**config.mk**
```make
export PLATFORM = sky130hd
export DESIGN_NAME = async_handshake_source_flat
export DESIGN_NICKNAME = d
export VERILOG_FILES = /design/src/rtl/async_xing_pkg.sv /design/src/rtl/async_handshake_source_if.sv /design/src/rtl/ack_sync_shift_reg.sv /design/src/rtl/async_handshake_source.sv /design/src/flat_wrapper.sv
export SDC_FILE = /design/constraint.sdc
export NUM_CORES = 1
export LEC_CHECK = 0
export ABC_AREA = 1
export CAP_MARGIN = 20
export CELL_PAD_IN_SITES_DETAIL_PLACEMENT = 1
export CELL_PAD_IN_SITES_GLOBAL_PLACEMENT = 2
export CORE_MARGIN = 2
export CORE_UTILIZATION = 23
export DETAILED_ROUTE_END_ITERATION = 10
export HOLD_SLACK_MARGIN = 0.05
export MAX_ROUTING_LAYER = met4
export PLACE_DENSITY = 0.86
export SETUP_SLACK_MARGIN = 0.3
export SLEW_MARGIN = 20
export SYNTH_ARGS = -nofsm -noshare
export SYNTH_HDL_FRONTEND = slang
export SYNTH_SLANG_ARGS = --single-unit
```
**constraint.sdc**
```tcl
create_clock -name clock -period 1.4 [get_ports clock]
set_input_delay 0.35 -clock clock [delete_from_list [all_inputs] [get_ports clock]]
set_output_delay 0.35 -clock clock [all_outputs]
set_load 0.1 [all_outputs]
```
**src/rtl/async_xing_pkg.sv**
```systemverilog
// Shared definitions for the toggle-handshake clock-domain crossing (source and sink sides).
package async_xing_pkg;

  localparam int unsigned SYNC_DEPTH_DEFAULT = 3;

  typedef enum logic [1:0] {
    INIT = 2'd0,
    IDLE = 2'd1,
    BUSY = 2'd2
  } state_e;

endpackage

```
**src/rtl/async_handshake_source_if.sv**
```systemverilog
// Bundle of the local enqueue port and the crossing-side req/data/ack signals.
interface async_handshake_source_if #(
  parameter int unsigned DATA_W = 32
);

  // Enqueue: a payload transfers on a clock edge where io_enq_valid and io_enq_ready are
  // both 1; the source raises io_enq_ready only when it can take a payload, and
  // io_enq_bits is looked at only on that edge. Crossing: io_req toggles once per payload,
  // io_data is stable whenever io_req is stable, and io_ack toggles back to match io_req.
  logic              io_enq_valid;
  logic              io_enq_ready;
  logic [DATA_W-1:0] io_enq_bits;
  logic              io_req;
  logic [DATA_W-1:0] io_data;
  logic              io_ack;
  logic              io_timeout;

  modport master (
    input  io_enq_valid,
    input  io_enq_bits,
    input  io_ack,
    output io_enq_ready,
    output io_req,
    output io_data,
    output io_timeout
  );

  modport slave (
    output io_enq_valid,
    output io_enq_bits,
    output io_ack,
    input  io_enq_ready,
    input  io_req,
    input  io_data,
    input  io_timeout
  );

endinterface

```
**src/rtl/ack_sync_shift_reg.sv**
```systemverilog
// Single-bit synchronizer: input enters the top stage, output is taken from stage 0.
module ack_sync_shift_reg #(
  parameter int unsigned DEPTH = 3
) (
  input  logic clock,
  input  logic reset,
  input  logic d_i,
  output logic q_o
);

  logic [DEPTH-1:0] sync_q;
  logic [DEPTH-1:0] sync_d;

  always_comb begin
    sync_d = {d_i, sync_q[DEPTH-1:1]};
  end

  always_ff @(posedge clock or negedge reset) begin
    if (!reset) begin
      sync_q <= '0;
    end else begin
      sync_q <= sync_d;
    end
  end

  assign q_o = sync_q[0];

endmodule

```
**src/rtl/async_handshake_source.sv**
```systemverilog
// Source end of the toggle req/ack crossing. Define ASYNC_HANDSHAKE_SOURCE_TIMEOUT_EN to
// build the sticky BUSY-timeout counter; otherwise io_timeout is tied to 0.
module async_handshake_source
  import async_xing_pkg::*;
#(
  parameter int unsigned DATA_W         = 32,
  parameter int unsigned SYNC_DEPTH     = SYNC_DEPTH_DEFAULT,
  parameter int unsigned TIMEOUT_CYCLES = 1024
) (
  input  logic                      clock,
  input  logic                      reset,
  async_handshake_source_if.master  io,
  output state_e                    dbg_state
);

  if (DATA_W < 1 || SYNC_DEPTH < 2 || TIMEOUT_CYCLES < 2) begin : g_bad_param
    $error("async_handshake_source: illegal parameter value");
  end

  state_e            state_q;
  state_e            state_d;
  logic              req_q;
  logic              req_d;
  logic [DATA_W-1:0] data_q;
  logic [DATA_W-1:0] data_d;
  logic              ack_sync;
  logic              enq_ready;
  logic              fire;

  // The only route from io_ack into local logic.
  ack_sync_shift_reg #(
    .DEPTH (SYNC_DEPTH)
  ) u_ack_sync (
    .clock (clock),
    .reset (reset),
    .d_i   (io.io_ack),
    .q_o   (ack_sync)
  );

  always_ff @(posedge clock or negedge reset) begin
    if (!reset) begin
      state_q <= INIT;
    end else begin
      state_q <= state_d;
    end
  end

  always_comb begin
    state_d = state_q;
    case (state_q)
      INIT:    state_d = IDLE;
      IDLE:    if (fire) state_d = BUSY;
      BUSY:    if (ack_sync == req_q) state_d = IDLE;
      default: state_d = INIT;
    endcase
  end

  always_comb begin
    enq_ready = (state_q == IDLE);
    fire      = enq_ready & io.io_enq_valid;
  end

  // req and data move together on fire only, which keeps data stable while req is.
  always_comb begin
    req_d  = req_q;
    data_d = data_q;
    if (fire) begin
      req_d  = ~req_q;
      data_d = io.io_enq_bits;
    end
  end

  always_ff @(posedge clock or negedge reset) begin
    if (!reset) begin
      req_q  <= 1'b0;
      data_q <= '0;
    end else begin
      req_q  <= req_d;
      data_q <= data_d;
    end
  end

`ifdef ASYNC_HANDSHAKE_SOURCE_TIMEOUT_EN
  localparam int unsigned CntW = $clog2(TIMEOUT_CYCLES + 1);
  localparam logic [CntW-1:0] CntMax = CntW'(TIMEOUT_CYCLES);

  logic [CntW-1:0] cnt_q;
  logic [CntW-1:0] cnt_d;
  logic            timeout_q;
  logic            timeout_d;

  // Counts BUSY cycles of the current transfer; the flag stays set until reset.
  always_comb begin
    cnt_d     = cnt_q;
    timeout_d = timeout_q;
    if (fire) begin
      cnt_d = '0;
    end else if (state_q == BUSY && cnt_q != CntMax) begin
      cnt_d = cnt_q + CntW'(1);
    end
    if (state_q == BUSY && cnt_d == CntMax) begin
      timeout_d = 1'b1;
    end
  end

  always_ff @(posedge clock or negedge reset) begin
    if (!reset) begin
      cnt_q     <= '0;
      timeout_q <= 1'b0;
    end else begin
      cnt_q     <= cnt_d;
      timeout_q <= timeout_d;
    end
  end

  assign io.io_timeout = timeout_q;
`else
  assign io.io_timeout = 1'b0;
`endif

  assign io.io_enq_ready = enq_ready;
  assign io.io_req       = req_q;
  assign io.io_data      = data_q;
  assign dbg_state       = state_q;

endmodule

```
**src/flat_wrapper.sv**
```systemverilog
// flat-port wrapper written by rule: the top's interface ports become plain ports
module async_handshake_source_flat import async_xing_pkg::*;
#(
  parameter int unsigned DATA_W         = 32,
  parameter int unsigned SYNC_DEPTH     = SYNC_DEPTH_DEFAULT,
  parameter int unsigned TIMEOUT_CYCLES = 1024
)
  (clock, reset, dbg_state, io_io_enq_valid, io_io_enq_bits, io_io_ack, io_io_enq_ready, io_io_req, io_io_data, io_io_timeout);
  async_handshake_source_if #(.DATA_W(DATA_W)) io_i ();
  input  logic clock;
  input  logic reset;
  output state_e dbg_state;
  input wire logic [$bits(io_i.io_enq_valid)-1:0] io_io_enq_valid;
  input wire logic [$bits(io_i.io_enq_bits)-1:0] io_io_enq_bits;
  input wire logic [$bits(io_i.io_ack)-1:0] io_io_ack;
  output wire logic [$bits(io_i.io_enq_ready)-1:0] io_io_enq_ready;
  output wire logic [$bits(io_i.io_req)-1:0] io_io_req;
  output wire logic [$bits(io_i.io_data)-1:0] io_io_data;
  output wire logic [$bits(io_i.io_timeout)-1:0] io_io_timeout;
  assign io_i.io_enq_valid = io_io_enq_valid;
  assign io_i.io_enq_bits = io_io_enq_bits;
  assign io_i.io_ack = io_io_ack;
  assign io_io_enq_ready = io_i.io_enq_ready;
  assign io_io_req = io_i.io_req;
  assign io_io_data = io_i.io_data;
  assign io_io_timeout = io_i.io_timeout;
  async_handshake_source #(.DATA_W(DATA_W), .SYNC_DEPTH(SYNC_DEPTH), .TIMEOUT_CYCLES(TIMEOUT_CYCLES)) u_core (.clock(clock), .reset(reset), .io(io_i), .dbg_state(dbg_state));
endmodule
```
Yosys cells after proc, flatten, opt, wreduce, memory -nomap -nowiden
Index checks and enable logic that the tools add are counted.
{"block": "op_classes", "add_sub_neg": 0, "multipliers": 0, "n_div": 0, "order_cmp": 0, "eq_ne": 5, "shift": 0, "mux": 3, "bitwise": 2, "reduce_logical": 2}
{"operator": "case mux 2 bit (3 select lines)", "count": 1}
{"operator": "2-to-1 mux 2 bit", "count": 2}
{"operator": "inequality test 2 x 1 -> 1 bit, second input constant", "count": 2}
{"operator": "== test 2 x 1 -> 1 bit, second input constant", "count": 1}
{"operator": "== test 2 bit, second input constant", "count": 1}
{"operator": "logical NOT 2 bit", "count": 1}
{"operator": "AND reduction 2 bit", "count": 1}
{"operator": "bitwise AND 1 bit", "count": 1}
{"operator": "== test 1 bit", "count": 1}
{"operator": "inverter 1 bit", "count": 1}
{"block": "word_totals", "register_bits": 38, "latchBits": 0, "ramBits": 0, "mem_bits_ro": 0, "inputBits": 36, "out_inout_bits": 37, "wordCells": 16, "n_memories": 0}

Logic depth before layout (Yosys ltp)
Gate-level depths: netlist of run 1.
{"block": "depth", "word_depth": 4, "mapped_depth": 5, "depth_no_buf": 5}

Modules after synthesis
From an unflattened synthesis of run 1, not the netlist that was laid out.
{"block": "unflattened", "cells_unflattened": 162, "hier_area_um2": 1557.7}
{"module": "async_handshake_source", "n_inst": 1, "cells_per_inst": 159, "area_per_inst_um2": 1482.7, "seq_area_each_um2": 875.8}
{"module": "ack_sync_shift_reg", "n_inst": 1, "cells_per_inst": 3, "area_per_inst_um2": 75.1, "seq_area_each_um2": 75.1}

Worst setup path before layout of run 1
Ideal clock, no wire load.
{"block": "synth_timing", "path_type": "reg-to-output", "startpoint": "register u_core.state_q[0], in the netlist u_core.dbg_state[0]", "endpoint": "output port io_io_enq_ready", "arrival_ns": 1.588, "slack_ns": -0.538, "stages_incl_launch_ff": 4, "cell_sequence": "dfrtp_1 inv_2 nor2_8 buf_6"}
{"block": "synth_via", "elab_chain_len": 1}
{"element": "start, declared", "line_no": "async_handshake_source.sv:20", "text": "state_e state_q;"}
{"element": "start signal, assigned", "line_no": "async_handshake_source.sv:44", "text": "state_q <= state_d;"}
{"element": "== test 2 x 1 -> 1 bit", "line_no": "async_handshake_source.sv:59", "text": "enq_ready = (state_q == IDLE);"}
{"element": "end, declared", "line_no": "flat_wrapper.sv:16", "text": "output wire logic [$bits(io_i.io_enq_ready)-1:0] io_io_enq_ready;"}
Every way passes these cells.

Worst setup path after layout of run 1
{"block": "layout_timing", "startpoint": "register u_core.state_q[1], in the netlist u_core.dbg_state[1]", "endpoint": "output port io_io_enq_ready"}
The elaborated chain is that of the path after synthesis.

==> impl_metrics.json, run 1 <==
{
  "fin_nets": 310,
  "critical_path_peak_fanout": 2,
  "fmax_mhz": 687,
  "clk_pin_slew_ps": 70,
  "grt_max_degree": 39,
  "grt_use_met1_pct": 16.1,
  "dp_hpwl_um": 3190,
  "grt-ovfl-total": 0,
  "die_area_um2": 7450,
  "min_period_ps": 1460,
  "worstPathCellList": "nor2_8 -> buf_12",
  "design_area_um2": 3410,
  "ys_types": 14,
  "via_count": 1540,
  "yosysSeqAreaShare_pct": 61.0,
  "place_area_um2": 2760,
  "post_drt_wl_per_cell_um": 15.2,
  "antenna_found_initial": 0,
  "crit_path_start_kind": "flop",
  "synth_fp_nets": 198,
  "drtIter0Drc": 44,
  "core_um2": 6460,
  "wl_um": 5330,
  "max_cap_viol_count": 0,
  "io_pins": 73,
  "initial_core_util_pct": 24.1,
  "gp_congestion": 0.678,
  "die_w_um": 86.3,
  "setup-violations-final": 30,
  "netlist_area_um2": 1560,
  "first_global_vias": 1537,
  "cp.required_ps": 1050,
  "grtUsageMet3_pct": 3.62,
  "vias_per_cell": 4.39,
  "syn2layout_area_growth_pct": 119,
  "hold_viol_final": 0,
  "drive_gt1_share_pct": 63.9,
  "fin_cells": 351,
  "grtUsageTotal_pct": 13.3,
  "nFillCells": 701,
  "ant_nets": 0,
  "slowest_stage": "dfrtp_4",
  "drc": 0,
  "dr.pass1.iters": 4,
  "status": "finished with violations",
  "ys_ff_latch": 38,
  "cts_sinks": 38,
  "whs_ps": 361,
  "arrival_ps": 1110,
  "finalCritPeriodShare_pct": 104,
  "endpoint_kind": "output port",
  "portBuffers": 71,
  "hp-class": "flop to flop",
  "clockRootBuffer": "clkbuf_8",
  "worstSetupPathType": "flop to output port",
  "cp_top_family": "flip-flops",
  "rows": 29,
  "syn_inst": 162,
  "busiest_layer": "met2",
  "violations": "setup timing",
  "grt_first_pass_wirelength_um": 7530,
  "slew_violations": 0,
  "cts_buffer_depth": 2,
  "ys.warnings.count": 0,
  "setup_ws_ps": -56.2,
  "max_stage_delay_ps": 520,
  "dp_cells": 306,
  "clk_latency_ps": 280,
  "syn_avg_cell_area_um2": 9.62,
  "cp.buffers_inverters": 1,
  "gr-usage-met2_pct": 22.5,
  "die_h_um": 86.3,
  "rsz0062_at_grt": "yes",
  "h-tree-depth": 2,
  "cts_buffers": 5,
  "n_antenna_cell": 0,
  "cts_tree": "done",
  "fin_skew_ps": 2.61
}
## area by class of cell
type / count / area, um2 / area share (%)
Timing Repair Buffer: 116 / 1520 / 44.6
Sequential cell: 38 / 1000 / 29.3
Multi-Input combinational cell: 108 / 694 / 20.4
Tap cell: 77 / 96.3 / 2.82
Clock buffer: 7 / 76.3 / 2.24
Inverter: 5 / 23.8 / 0.697
## cell families after synthesis
logic type	after synthesis	synth area share (%)
simple gates	106	30.3
xor+xnor	1	0.562
flops	38	61.0
other cells	1	0.241
buf+inv	16	7.87
## path summary, 6_finish.rpt
check                                                 startpoint                                     to  slack (ps)  cells past startpoint
max                              u_core.dbg_state[1]$_DFFE_PN0P_                        io_io_enq_ready         -60                      2
min                        u_core.u_ack_sync.sync_q[1]$_DFF_PN0_  u_core.u_ack_sync.sync_q[0]$_DFF_PN0_         360                      0
max reg2reg                      u_core.dbg_state[1]$_DFFE_PN0P_      u_core.io.io_data[23]$_DFFE_PN0P_         -50                      7
min reg2reg                u_core.u_ack_sync.sync_q[1]$_DFF_PN0_  u_core.u_ack_sync.sync_q[0]$_DFF_PN0_         360                      0
max in group asynchronous                                  reset      u_core.io.io_data[13]$_DFFE_PN0P_         620                      3
min in group asynchronous                                  reset        u_core.dbg_state[0]$_DFFE_PN0P_         580                      3
## flip-flops by register name, summed over array words and instances, names as in the netlist
name,flops
u_core.dbg_state,2
u_core.u_ack_sync.sync_q,3
u_core.io.io_data,32
u_core.io.io_req,1
## cell usage after synthesis
master   count  area share (%)
nand2_1     69              17
dfrtp_1     38              61
nand3_1     33              11
buf_6        7             5.1
inv_1        3            0.72
buf_2        2            0.64
buf_4        2            0.96
inv_2        2            0.48
conb_1       1            0.24
nand2_2      1            0.40
nand3_4      1             1.1
nor2_1       1            0.24
nor2_8       1             1.3
xor2_1       1            0.56
## through the flow
stage	TNS [ps]	worst slack, ps	util (%)
2_1_floorplan	-4.33	-4.33	-
4_1_cts	-107	-53.9	46.3
3_3_place_gp	-1040	-48.5	42.7
5_1_grt	-2570	-96.6	52.8
3_5_place_dp	-2000	-83.3	42.7
6_report	-714	-56.2	52.8
## metal layers
layer	vias to the layer above	share of wire, %
met4	0	0.45
met1	762	40
met5	-	0
met2	45	55
met3	4	4.2
li1	729	-
## layout by cell type, fill, tap and decap left out
cell type,Yosys,layout
buf_12,0,40
buf_2,2,1
buf_4,2,34
buf_6,7,3
clkbuf_1,0,2
clkbuf_16,0,3
clkbuf_8,0,5
clkdlybuf4s50_1,0,34
conb_1,1,1
dfrtp_1,38,3
dfrtp_2,0,33
dfrtp_4,0,2
dlygate4sd3_1,0,1
inv_1,3,3
inv_4,0,2
nand2_1,69,22
nand2_2,1,32
nand2_4,0,16
nand3_1,33,32
nand3_2,0,1
nand3_4,1,1
nor2_4,0,1
nor2_8,1,1
xor2_1,1,1
## repair_timing
item / in CTS / in global routing
cloned: 0 / 4
endpoints found under the setup margin: 69 / 71
endpoints found under the hold margin: 38 / 0
hold buffers: 1 / 0
resized for setup: 34 / 35
pin swaps: 5 / 32
buffers inserted: 6 / 27
Power of run 1 is left out: the tool's default activity adds up to more than one toggle a clock period on the data nets, which glitch-free logic cannot reach.
==> run 2, diff against run 1 <==
CORE_MARGIN = 5   (was 2)
==> impl_metrics.json, run 2 (synthesized netlist as in run 1, its figures left out) <==
{
  "grtUsageMet3_pct": 3.41,
  "drc": 0,
  "crit_start": "u_core.dbg_state[0]$_DFFE_PN0P_",
  "status": "finished with violations",
  "fmax_mhz": 685,
  "antenna_found_initial": 0,
  "rows": 30,
  "cts_tree": "done",
  "cp.required_ps": 1050,
  "io_pins": 73,
  "die_w_um": 92.3,
  "multi_input_area_um2": 679,
  "grt_max_degree": 39,
  "cts_buffers": 5,
  "fin_nets": 299,
  "nFillCells": 718,
  "post_drt_wl_per_cell_um": 15.3,
  "cts_sinks": 38,
  "worstHoldStart": "u_core.u_ack_sync.sync_q[2]$_DFF_PN0_",
  "syn2layout_area_growth_pct": 114,
  "wl_um": 5250,
  "largest_reg_flops": 32,
  "gp_congestion": 0.661,
  "busiest_layer": "met2",
  "hold_viol_final": 0,
  "clk_latency_ps": 280,
  "initial_core_util_pct": 23.3,
  "gr-usage-met2_pct": 19.6,
  "n_antenna_cell": 0,
  "final-seq-area_um2": 1000,
  "min_period_ps": 1460,
  "via_count": 1483,
  "clockRootBuffer": "clkbuf_8",
  "setup-violations-final": 21,
  "arrival_ps": 1110,
  "drive_gt1_share_pct": 62.1,
  "h-tree-depth": 2,
  "max_cap_viol_count": 0,
  "cts_buffer_depth": 2,
  "rsz0062_at_grt": "yes",
  "fin_skew_ps": 5.05,
  "vias_per_cell": 4.31,
  "portBuffers": 71,
  "die_h_um": 92.3,
  "slew_violations": 0,
  "violations": "setup timing",
  "hp-class": "flop to flop",
  "grtUsageTotal_pct": 11.8,
  "crit_path_start_kind": "flop",
  "die_area_um2": 8520,
  "ant_nets": 0,
  "final_cell_mix": "41 x buf_12, 34 x clkdlybuf4s50_1, 33 x dfrtp_2",
  "finalCritPeriodShare_pct": 104,
  "grt-ovfl-total": 0,
  "dp_hpwl_um": 3250,
  "dr.pass1.iters": 4,
  "grt_use_met1_pct": 13.7,
  "endpoint_kind": "output port",
  "setup_ws_ps": -58.9,
  "grt_first_pass_wirelength_um": 7690,
  "clk_pin_slew_ps": 70,
  "critical_path_peak_fanout": 3,
  "core_um2": 6680,
  "final_common_cell": "buf_12",
  "worstSetupPathType": "flop to output port",
  "first_global_vias": 1515,
  "whs_ps": 352,
  "drtIter0Drc": 26,
  "r2r-start": "u_core.dbg_state[1]$_DFFE_PN0P_"
}
run 2: changes by cell type in the layout (fill, tap and decap cells not counted), sizes merged:
cell | previous run | this run
buf | 78 | 67
clkinv | 0 | 1
run 2: per-layer routing:
layer,routed length [um],share of wire (%)
met1,2000,38
met2,2850,54
met3,351,6.7
met4,46,0.88
met5,0,0
run 2: timing repair:
action,in CTS,in global routing
pin swaps,22,42
hold buffers,1,0
endpoints found under the setup margin,70,71
setup buffers,6,17
cloned,0,4
resized for setup,29,40
hold endpoints to repair,29,0
run 2: path summary, 6_finish.rpt:
kind / endpoint / slack (ps) / cells after the start
max: io_io_enq_ready / -60 / 3
min: u_core.u_ack_sync.sync_q[1]$_DFF_PN0_ / 350 / 0
max reg2reg: u_core.io.io_data[15]$_DFFE_PN0P_ / -30 / 7
min reg2reg: u_core.u_ack_sync.sync_q[1]$_DFF_PN0_ / 350 / 0
max in group asynchronous: u_core.io.io_data[22]$_DFFE_PN0P_ / 600 / 3
min in group asynchronous: u_core.io.io_data[3]$_DFFE_PN0P_ / 590 / 3
run 2: final cells by class:
cell class              count  share of cell area (%)
repair buffers            105                    43.2
inverters                   5                   0.712
flip-flops and latches     38                    30.0
clock buffers               7                    2.59
multi-input cells         108                    20.4
clock inverters             1                   0.150
well taps                  80                    3.00
run 2: per-stage QoR:
stage	util (%)	setup TNS [ps]	cells	setup slack, ps	cell area, um2
after floorplan	-	-4.33	162	-4.33	1620
after global placement	41.0	-112	308	-40.4	2740
after detailed placement	41.0	-1120	308	-77.3	2740
after CTS	44.6	-136	323	-68.0	2980
after global routing	49.9	-1750	344	-89.2	3340
final	49.9	-459	344	-58.9	3340
run 2: critical path: stages, from the launching register on:
cell and delay [ps]:
dfrtp_4 460, inv_4 60, nor2_8 120, buf_12 180
Power of run 2 is left out for the same reason.
==> run 3, diff against run 2 <==
GPL_TIMING_DRIVEN = 0   (was not set)
SKIP_CTS_REPAIR_TIMING = 1   (was not set)
TNS_END_PERCENT = 100   (was not set)
==> impl_metrics.json, run 3 (synthesized netlist as in run 1, its figures left out) <==
{
  "status": "finished with violations",
  "violations": "setup timing",
  "cp.buffers_inverters": 3,
  "grt_first_pass_wirelength_um": 7470,
  "via_count": 1451,
  "dr.pass1.iters": 4,
  "clk_latency_ps": 290,
  "cp_top_family": "flip-flops",
  "fin_util_pct": 45.1,
  "critPathMostFrequentCell": "buf_12",
  "gp_congestion": 0.667,
  "final_common_cell": "nand2_1",
  "drc": 0,
  "setup-violations-final": 3,
  "drtIter0Drc": 20,
  "grt_max_degree": 24,
  "cts_tree": "done",
  "max_cap_viol_count": 0,
  "vias_per_cell": 4.34,
  "worstSetupPathType": "flop to output port",
  "hold_viol_final": 0,
  "slowest_stage": "dfrtp_4",
  "slew_violations": 0,
  "critical_path_peak_fanout": 6,
  "finalCritPeriodShare_pct": 111,
  "rsz0062_at_grt": "yes",
  "antenna_found_initial": 0,
  "fin_cells": 334,
  "clockRootBuffer": "clkbuf_8",
  "dp_cells": 313,
  "die_area_um2": 8520,
  "post_drt_wl_per_cell_um": 14.9,
  "initial_core_util_pct": 23.3,
  "cts_buffers": 5,
  "die_w_um": 92.3,
  "endpoint_kind": "output port",
  "clk_pin_slew_ps": 80,
  "crit_path_start_kind": "flop",
  "place_ws_ps": -940,
  "final-seq-area_um2": 1000,
  "syn2layout_area_growth_pct": 93.7,
  "fmax_mhz": 642,
  "core_um2": 6680,
  "multi_input_area_um2": 489,
  "final_cell_mix": "67 x nand2_1, 37 x buf_12, 33 x nand3_1, 33 x clkdlybuf4s50_1, 33 x dfrtp_2",
  "wl_um": 4980,
  "grtUsageTotal_pct": 11.5,
  "largest_reg_flops": 32,
  "h-tree-depth": 2,
  "nFillCells": 718,
  "fin_nets": 289,
  "arrival_ps": 1210,
  "worstHoldStart": "u_core.u_ack_sync.sync_q[1]$_DFF_PN0_",
  "grt-ovfl-total": 0,
  "drive_gt1_share_pct": 43.3,
  "max_stage_delay_ps": 500,
  "ant_nets": 0,
  "cp.required_ps": 1050,
  "min_period_ps": 1560,
  "cts_buffer_depth": 2,
  "die_h_um": 92.3,
  "io_pins": 73,
  "first_global_vias": 1464,
  "portBuffers": 70,
  "rows": 30,
  "r2r-start": "u_core.dbg_state[1]$_DFFE_PN0P_",
  "cts_sinks": 38,
  "hp-class": "flop to flop",
  "crit_start": "u_core.dbg_state[0]$_DFFE_PN0P_",
  "fin_skew_ps": 4.44,
  "n_antenna_cell": 0,
  "dp_hpwl_um": 3280,
  "setup_tns_ps": -214,
  "setup_ws_ps": -158,
  "worstPathCellList": "inv_4 -> nor2_8 -> buf_12 -> buf_12"
}
## run 3: per-stage QoR
step	hold WS [ps]	instance area (um2)
2_1_floorplan	54.4	1620
3_3_place_gp	337	2420
3_5_place_dp	301	2430
4_1_cts	-21.9	2520
5_1_grt	359	3020
6_report	353	3020
## run 3: path summary, 6_finish.rpt
path                            slack (ps)  cells past startpoint                               endpoint
worst max-delay path                  -160                      4                        io_io_enq_ready
worst min-delay path                   350                      0  u_core.u_ack_sync.sync_q[0]$_DFF_PN0_
worst max register to register          90                      6       u_core.io.io_data[5]$_DFFE_PN0P_
worst min register to register         350                      0  u_core.u_ack_sync.sync_q[0]$_DFF_PN0_
max in group asynchronous              420                      3      u_core.io.io_data[13]$_DFFE_PN0P_
min in group asynchronous              510                      2       u_core.io.io_data[0]$_DFFE_PN0P_
## run 3: per-layer routing
| layer | up-vias | routed length, um | GRT usage, % |
|---|---|---|---|
| met2 | 45 | 2630 | 18.2 |
| met3 | 7 | 264 | 3.33 |
| li1 | 688 | - | - |
| met5 | - | 0 | - |
| met4 | 0 | 46 | 3.84 |
| met1 | 711 | 2040 | 14.0 |
## run 3: layout make-up
class / instances / area share (%)
well taps: 80 / 3.32
repair buffers: 84 / 39.4
plain buffers: 11 / 4.11
clock buffers: 7 / 2.86
multi-input cells: 108 / 16.2
flip-flops and latches: 38 / 33.1
inverters: 5 / 0.788
clock inverters: 1 / 0.166
Power of run 3 is left out for the same reason.
